[src/rtl/multiplicador_sequencial.sv]
// Shift-and-add multiplier, one multiplier bit per cycle; `MULTIPLICADOR_SIGNED_EN selects two's complement.
// Latency: done pulses WIDTH cycles after start is accepted; P holds until the next done.
// Backpressure: none; start is ignored while busy and accepted again in the done cycle.
module multiplicador_sequencial #(
  parameter int WIDTH = 4
) (
  input  logic                 clk,
  input  logic                 reset,
  input  logic                 start,
  input  logic [WIDTH-1:0]     A,
  input  logic [WIDTH-1:0]     B,
  output logic                 busy,
  output logic                 done,
  output logic [2*WIDTH-1:0]   P
);

  localparam int CW = $clog2(WIDTH);

  typedef enum logic {IDLE, CALC} state_t;

  state_t             state, state_nxt;
  logic [WIDTH-1:0]   a_reg, b_reg;
  logic [2*WIDTH-1:0] acc, acc_step;
  logic [CW-1:0]      cnt;
  logic [WIDTH:0]     pp, hi, sum;
  logic               accept, last_step;

  // Partial product enters a WIDTH+1 adder against the upper half of acc.
  always_comb begin
`ifdef MULTIPLICADOR_SIGNED_EN
    pp  = b_reg[0] ? {a_reg[WIDTH-1], a_reg} : '0;
    hi  = {acc[2*WIDTH-1], acc[2*WIDTH-1:WIDTH]};
    sum = last_step ? (hi - pp) : (hi + pp);
`else
    pp  = b_reg[0] ? {1'b0, a_reg} : '0;
    hi  = {1'b0, acc[2*WIDTH-1:WIDTH]};
    sum = hi + pp;
`endif
    // The carry/sign bit lands in the MSB, so this one concat is the right shift.
    acc_step = {sum, acc[WIDTH-1:1]};
  end

  always_ff @(posedge clk) begin
    if (reset) state <= IDLE;
    else       state <= state_nxt;
  end

  always_comb begin
    state_nxt = state;
    accept    = 1'b0;
    last_step = 1'b0;
    busy      = 1'b0;
    case (state)
      IDLE: begin
        if (start) begin
          accept    = 1'b1;
          state_nxt = CALC;
        end
      end
      CALC: begin
        busy = 1'b1;
        if (cnt == CW'(WIDTH - 1)) begin
          last_step = 1'b1;
          state_nxt = IDLE;
        end
      end
      default: state_nxt = IDLE;
    endcase
  end

  always_ff @(posedge clk) begin
    if (reset) begin
      a_reg <= '0;
      b_reg <= '0;
      acc   <= '0;
      cnt   <= '0;
      P     <= '0;
      done  <= 1'b0;
    end else begin
      done <= last_step;
      if (accept) begin
        a_reg <= A;
        b_reg <= B;
        acc   <= '0;
        cnt   <= '0;
      end else if (busy) begin
        acc   <= acc_step;
        b_reg <= b_reg >> 1;
        cnt   <= cnt + 1'b1;
        if (last_step) P <= acc_step;
      end
    end
  end

endmodule
[config.mk]
export PLATFORM = sky130hd
export DESIGN_NAME = multiplicador_sequencial
export DESIGN_NICKNAME = d
export VERILOG_FILES = /design/src/rtl/multiplicador_sequencial.sv
export SDC_FILE = /design/constraint.sdc
export NUM_CORES = 1
export LEC_CHECK = 0
export BUFFER_PORTS_ARGS = -buffer_cell sky130_fd_sc_hd__buf_2
export CORE_ASPECT_RATIO = 1.2
export CORE_MARGIN = 2
export CORE_UTILIZATION = 40
export DETAILED_ROUTE_END_ITERATION = 7
export HOLD_SLACK_MARGIN = 0.12
export SLEW_MARGIN = 10
export SYNTH_ARGS = -nofsm -noshare
export SYNTH_HDL_FRONTEND = slang
export SYNTH_SLANG_ARGS = --single-unit
[constraint.sdc]
create_clock -name clk -period 4.2 [get_ports clk]
set_clock_uncertainty 0.2 [all_clocks]
set_input_delay 0.21 -clock clk [delete_from_list [all_inputs] [get_ports clk]]
set_output_delay 0.21 -clock clk [all_outputs]
set_load 0.01 [all_outputs]
==> summary.txt, run 1 <==
Status -> finished, final reports clean
CTS tree -> yes
Starting Density -> 0.4087
DR vias/cell -> 4.883
Vias in the first global route -> 910
Residual DRC count -> 0
Post-route cell area -> 1490 µm²
Hold Path Stages -> 4
Layout Nets -> 179
Pins Over Slew Limit -> 0
Number of routed nets with antenna violations -> 0
Worst Reg2Reg Path Length in Cells -> 4
Startpoint Class -> register
Final Hold Fails -> 0
Synth warn -> 0
Hold Path Class -> input pin to register
Synth Instances -> 130
Max Root-Sink Buffers -> 2
DPL Wire Length -> 1.615 mm
Cell area after synthesis -> 1226 µm²
CTS Sinks -> 27
Cts hold-fix bufs -> 14
Peak Freq -> 448.2 MHz
Syn_area_per_cell -> 9.432 µm²
Max-slew headroom -> 0.3708
Gpl congestion -> 0.7771
DR WL/cell -> 11.44 µm
Synth area leaders -> dfxtp_1 (44%), mux2i_1 (8.2%), nand2_1 (5.5%)
Hold path startpoint -> start
Share of the synthesized area in the top cell type -> 0.4408
Clk Latency, worst-skew pair -> 0.33 ns
First-pass GRT wire length -> 3.898 mm
Total gr overflow -> 0
Final period utilization -> 0.5312
PD cells -> 294.7 nW/µm²
TritonCTS Buffers -> 3
Syn Nets -> 147
Clock-pin slew on the worst setup and hold paths -> 0.15 ns
RSZ-0062 raised after global routing -> no
Setup crit start -> state
Share of layout cells above drive strength 1 -> 0.1925
IO buf count -> 20
IO Pins -> 21
Post_cts resized -> 0
Post-CTS Setup Repair Bufs -> 0
Most frequent cells in the layout -> dfxtp_1 (27), buf_2 (20), nand2_1 (18)
Die ar. -> 3526 µm²
Initial antenna violation count -> 0
Total number of vias -> 962
CTS H-tree depth -> 1
Number of library cell types mapped by synthesis -> 30
Post-Route WL -> 2.253 mm
Min cycle time layout -> 2.231 ns
Crit-path cells -> nor2b_4 > mux2i_1 > nor2_1 > dlygate4sd3_1
Total Routing Usage GR -> 0.1493
Setup TNS -> 0 ns
Largest regs -> P: 8 flops, acc: 7 flops
Total core area -> 3000 µm²
Worst Setup End Kind -> register
Delay of the slowest critical-path stage -> 0.97 ns
Worst Path Arrival -> 2.27 ns
Diode count -> 0
Placed cell areas -> 1320 µm²
Final setup violation count -> 0
CP max FO -> 22
CP Class -> register to register
Synth Register Bits -> 27
Slowest CP cell -> dfxtp_1
Die Y -> 64.65 µm
Leakage -> 0.0006310 µW
Top reg by flops -> P
Largest net degree at the start of global routing -> 25
Die Width -> 54.54 µm
Seq/Total Area, Yosys -> 0.4408
Slew @ Worst Pin -> 0.9426 ns
Max reg flops -> 8
Reg2reg start -> state
Drt first pass iters -> 4
Worst vdd ir -> 0.1705 mV
Max Cap Viol -> 0
Commonest non-fill, non-tap cell in the layout -> dfxtp_1
Num rows -> 22
Largest area contributor in the netlist -> dfxtp_1
WP data required -> 4.24 ns
DR iter-0 viols -> 9
Area delta synth->final -> 21.53%
Root buffer cell -> clkbuf_4
-- critical path: cells and delay by family (launching register included) --
family | cells | cell delay, ns
simple gates | 2 | 0.20
mux | 1 | 0.21
flops | 1 | 0.97
buf+inv | 1 | 0.57
-- report_power, final --
part / switching [µW] / leakage (µW) / internal [µW]
registers: 10.3 / 0.000219 / 264
logic: 21.4 / 0.000398 / 29.5
clock network: 77.3 / 0.0000139 / 36.4
total: 109 / 0.000631 / 330
-- path summary, 6_finish.rpt --
path                   end  slack, ns
hold / removal    b_reg[0]       0.18
setup reg to reg  a_reg[3]       1.97
hold reg to reg       P[2]       0.26
setup / recovery  a_reg[3]       1.97
-- per-layer routing --
| metal | up-vias | wire, µm | global-route usage |
|---|---|---|---|
| met5 | - | 0 | 0 |
| met4 | 0 | 21 | 0.05625 |
| met3 | 2 | 71 | 0.02765 |
| met2 | 18 | 1180 | 0.2620 |
| met1 | 443 | 980 | 0.1720 |
| li1 | 499 | - | - |
-- cells in the mapped netlist --
library cell,instances
nand2_1,18
inv_1,7
and3b_2,1
a211oi_2,1
a211oi_1,1
mux2i_1,10
fa_1,1
or3_1,1
o311ai_4,1
a21oi_1,10
nor2b_1,2
dfxtp_1,27
o21ai_0,1
nor2b_4,1
nand3b_1,1
buf_2,2
mux2_2,3
clkbuf_1,2
nand3_1,3
nor2_1,16
a311oi_1,1
ha_1,5
and2_1,4
xnor2_1,2
a2111o_1,2
nor3_1,1
nand4_1,1
or2_1,1
a31oi_1,1
buf_6,3
-- logic make-up after synthesis --
logic type | after synthesis | share of synthesized area
AO/OA/AOI/OAI | 18 | 0.1133
AND/OR/NAND/NOR | 50 | 0.1918
adder cells (fa/ha/maj) | 6 | 0.06735
XOR/XNOR | 2 | 0.01429
buffers and inverters | 14 | 0.06327
multiplexers | 13 | 0.1092
flip-flops | 27 | 0.4408
-- stage by stage --
step	hold slack, ns	setup slack, ns	util	total power [µW]	std cells
final	0.1813	1.969	0.4967	439.2	197
after global routing	0.2184	1.850	0.4967	460.8	197
after CTS	0.1817	1.972	0.4967	445.1	197
after detailed placement	0.2463	2.178	0.4400	320.4	179
after global placement	0.2445	2.218	0.4400	319.5	179
after floorplan	0.1568	2.445	-	312.3	130
-- layout make-up --
type,count,area (µm²)
Inverter,7,26.28
Clock buffer,3,22.52
Timing Repair Buffer,34,240.2
Sequential cell,27,540.5
Clock inverter,1,7.507
Fill cell,301,1510
Tap cell,36,45.04
Multi-Input combinational cell,89,608.1
No activity file was read; power rests on OpenSTA's default activity.
==> run 2, diff against run 1 <==
Clock period 4.2 ns to 1.8 ns, I/O delays scaled along.
==> summary.txt, run 2 (same netlist as run 1, synthesis figures left out) <==
Status -> finished, final reports clean
Cells after DPL -> 182 (+1.7%)
Die Width -> 54.54 µm (unchanged)
CTS H-tree depth -> 1 (unchanged)
Post-route cell area -> 1539 µm² (+3.3%)
CP max FO -> 5 (-77%)
Worst Path Arrival -> 1.84 ns (-0.43 ns)
Final period utilization -> 0.9976 (+0.4664)
Residual DRC count -> 0 (unchanged)
Die Y -> 64.65 µm (unchanged)
PD cells -> 669.4 nW/µm² (+130%)
DR vias/cell -> 4.838 (-0.92%)
Number of routed nets with antenna violations -> 0 (unchanged)
Commonest non-fill, non-tap cell in the layout -> dfxtp_1
Drt first pass iters -> 4 (unchanged)
Root buffer cell -> clkbuf_4
DR WL/cell -> 11.77 µm (+2.9%)
Pins Over Slew Limit -> 0 (unchanged)
First-pass GRT wire length -> 3.995 mm (+2.5%)
Max-slew headroom -> 0.7374 (+0.3666)
WP data required -> 1.84 ns (-2.40 ns)
TritonCTS Buffers -> 3 (unchanged)
Setup TNS -> 0 ns (unchanged)
Peak Freq -> 556.9 MHz (+24%)
CP Class -> register to register
Total gr overflow -> 0 (unchanged)
CTS tree -> yes
Setup slack at placement -> -0.09003 ns (-2.268 ns)
Total core area -> 3000 µm² (unchanged)
RSZ-0062 raised after global routing -> yes
Delay of the slowest critical-path stage -> 0.37 ns (-0.60 ns)
Max Root-Sink Buffers -> 2 (unchanged)
CTS Sinks -> 27 (unchanged)
Max Cap Viol -> 0 (unchanged)
Total Routing Usage GR -> 0.1549 (+0.005617)
Post-Route WL -> 2.330 mm (+3.4%)
Placed cell areas -> 1355 µm² (+2.7%)
Crit-path cells -> and2_4 > ha_4 > inv_2 > fa_2 > nor2b_1 > o21ai_1 > a311oi_1
Worst vdd ir -> 0.3295 mV (+93%)
Initial antenna violation count -> 0 (unchanged)
Startpoint Class -> register
Min cycle time layout -> 1.796 ns (-0.4355 ns)
IO buf count -> 20 (unchanged)
DPL Wire Length -> 1.633 mm (+1.1%)
Clk Latency, worst-skew pair -> 0.32 ns (about the same)
Largest regs -> P: 8 flops, acc: 7 flops
Area delta synth->final -> 25.51%
Final setup violation count -> 0 (unchanged)
Starting Density -> 0.4087 (unchanged)
Max reg flops -> 8 (unchanged)
Most frequent cells in the layout -> dfxtp_1 (26), buf_2 (20), nand2_1 (18)
Clock-pin slew on the worst setup and hold paths -> 0.14 ns (about the same)
Num rows -> 22 (unchanged)
IO Pins -> 21 (unchanged)
Share of layout cells above drive strength 1 -> 0.2593 (+0.06671)
Slowest CP cell -> dfxtp_2
Diode count -> 0 (unchanged)
Vias in the first global route -> 954 (+4.8%)
Slew @ Worst Pin -> 0.3939 ns (-0.5486 ns)
Top reg by flops -> P
Leakage -> 0.0006341 µW (+0.49%)
Total number of vias -> 958 (-0.42%)
Final worst slack -> 0.004307 ns (-1.964 ns)
Layout Nets -> 180 (+0.56%)
Gpl congestion -> 0.7653 (-1.5%)
Die ar. -> 3526 µm² (unchanged)
Largest net degree at the start of global routing -> 25 (unchanged)
Final std cells w/o fill -> 198 (+0.51%)
Worst Setup End Kind -> register
Hold Path Class -> register to register
Final Core Density -> 0.5129 (+0.01626)
Final Hold Fails -> 0 (unchanged)
DR iter-0 viols -> 3 (-6)
-- run 2: cell count changes in the layout (fill, tap and decap cells not counted), sizes merged --
cell	before	now
clkbuf	3	4
buf	20	24
dlygate4sd3	14	11
clkinvlp	1	0
-- run 2: worst paths after layout --
kind,from,end,slack [ns],cells past startpoint
worst max-delay path,b_reg[0],P[7],0.004,7
worst min-delay path,P[5],P[5],0.26,2
worst max register to register,b_reg[0],P[7],0.004,7
worst min register to register,P[5],P[5],0.26,2
-- run 2: per-stage QoR --
step	hold WS, ns	power (µW)
2_1_floorplan	0.03684	728.7
3_3_place_gp	0.1258	758.0
3_5_place_dp	0.1385	761.7
4_1_cts	0.2650	1043
5_1_grt	0.2884	1081
6_report	0.2602	1030
-- run 2: timing repair --
action                                 4_1_cts  5_1_grt
setup endpoints to repair                    4        5
endpoints found under the hold margin       18        0
buffers inserted                             0        1
pin swaps                                    1        2
hold buffers                                11        0
gates resized for setup                      4        6
-- run 2: cell type report --
type,instances,area (µm²)
Multi-Input combinational cell,89,646.9
Tap cell,36,45.04
Sequential cell,27,541.8
Timing Repair Buffer,35,252.7
Fill cell,288,1461
Clock buffer,4,26.28
Inverter,7,26.28
-- run 2: worst max-delay path, delay by kind of cell (launching register included) --
kind | cells | cell delay, ns
AO/OA/AOI/OAI | 2 | 0.36
adder cells (fa/ha/maj) | 2 | 0.47
flip-flops | 1 | 0.37
AND/OR/NAND/NOR | 2 | 0.27
buffers and inverters | 1 | 0.04
-- run 2: metal layers --
metal | track usage | up-vias | wire length (µm)
li1 | - | 500 | -
met1 | 0.1809 | 436 | 1008
met2 | 0.2651 | 18 | 1221
met3 | 0.02304 | 4 | 69
met4 | 0.07500 | 0 | 31
met5 | 0 | - | 0
-- run 2: power breakdown --
group / internal, µW / leakage (µW) / switching (µW)
Combinational: 76.2 / 0.000399 / 63.5
Sequential: 617 / 0.000220 / 14.6
Clock: 86.8 / 0.0000150 / 172
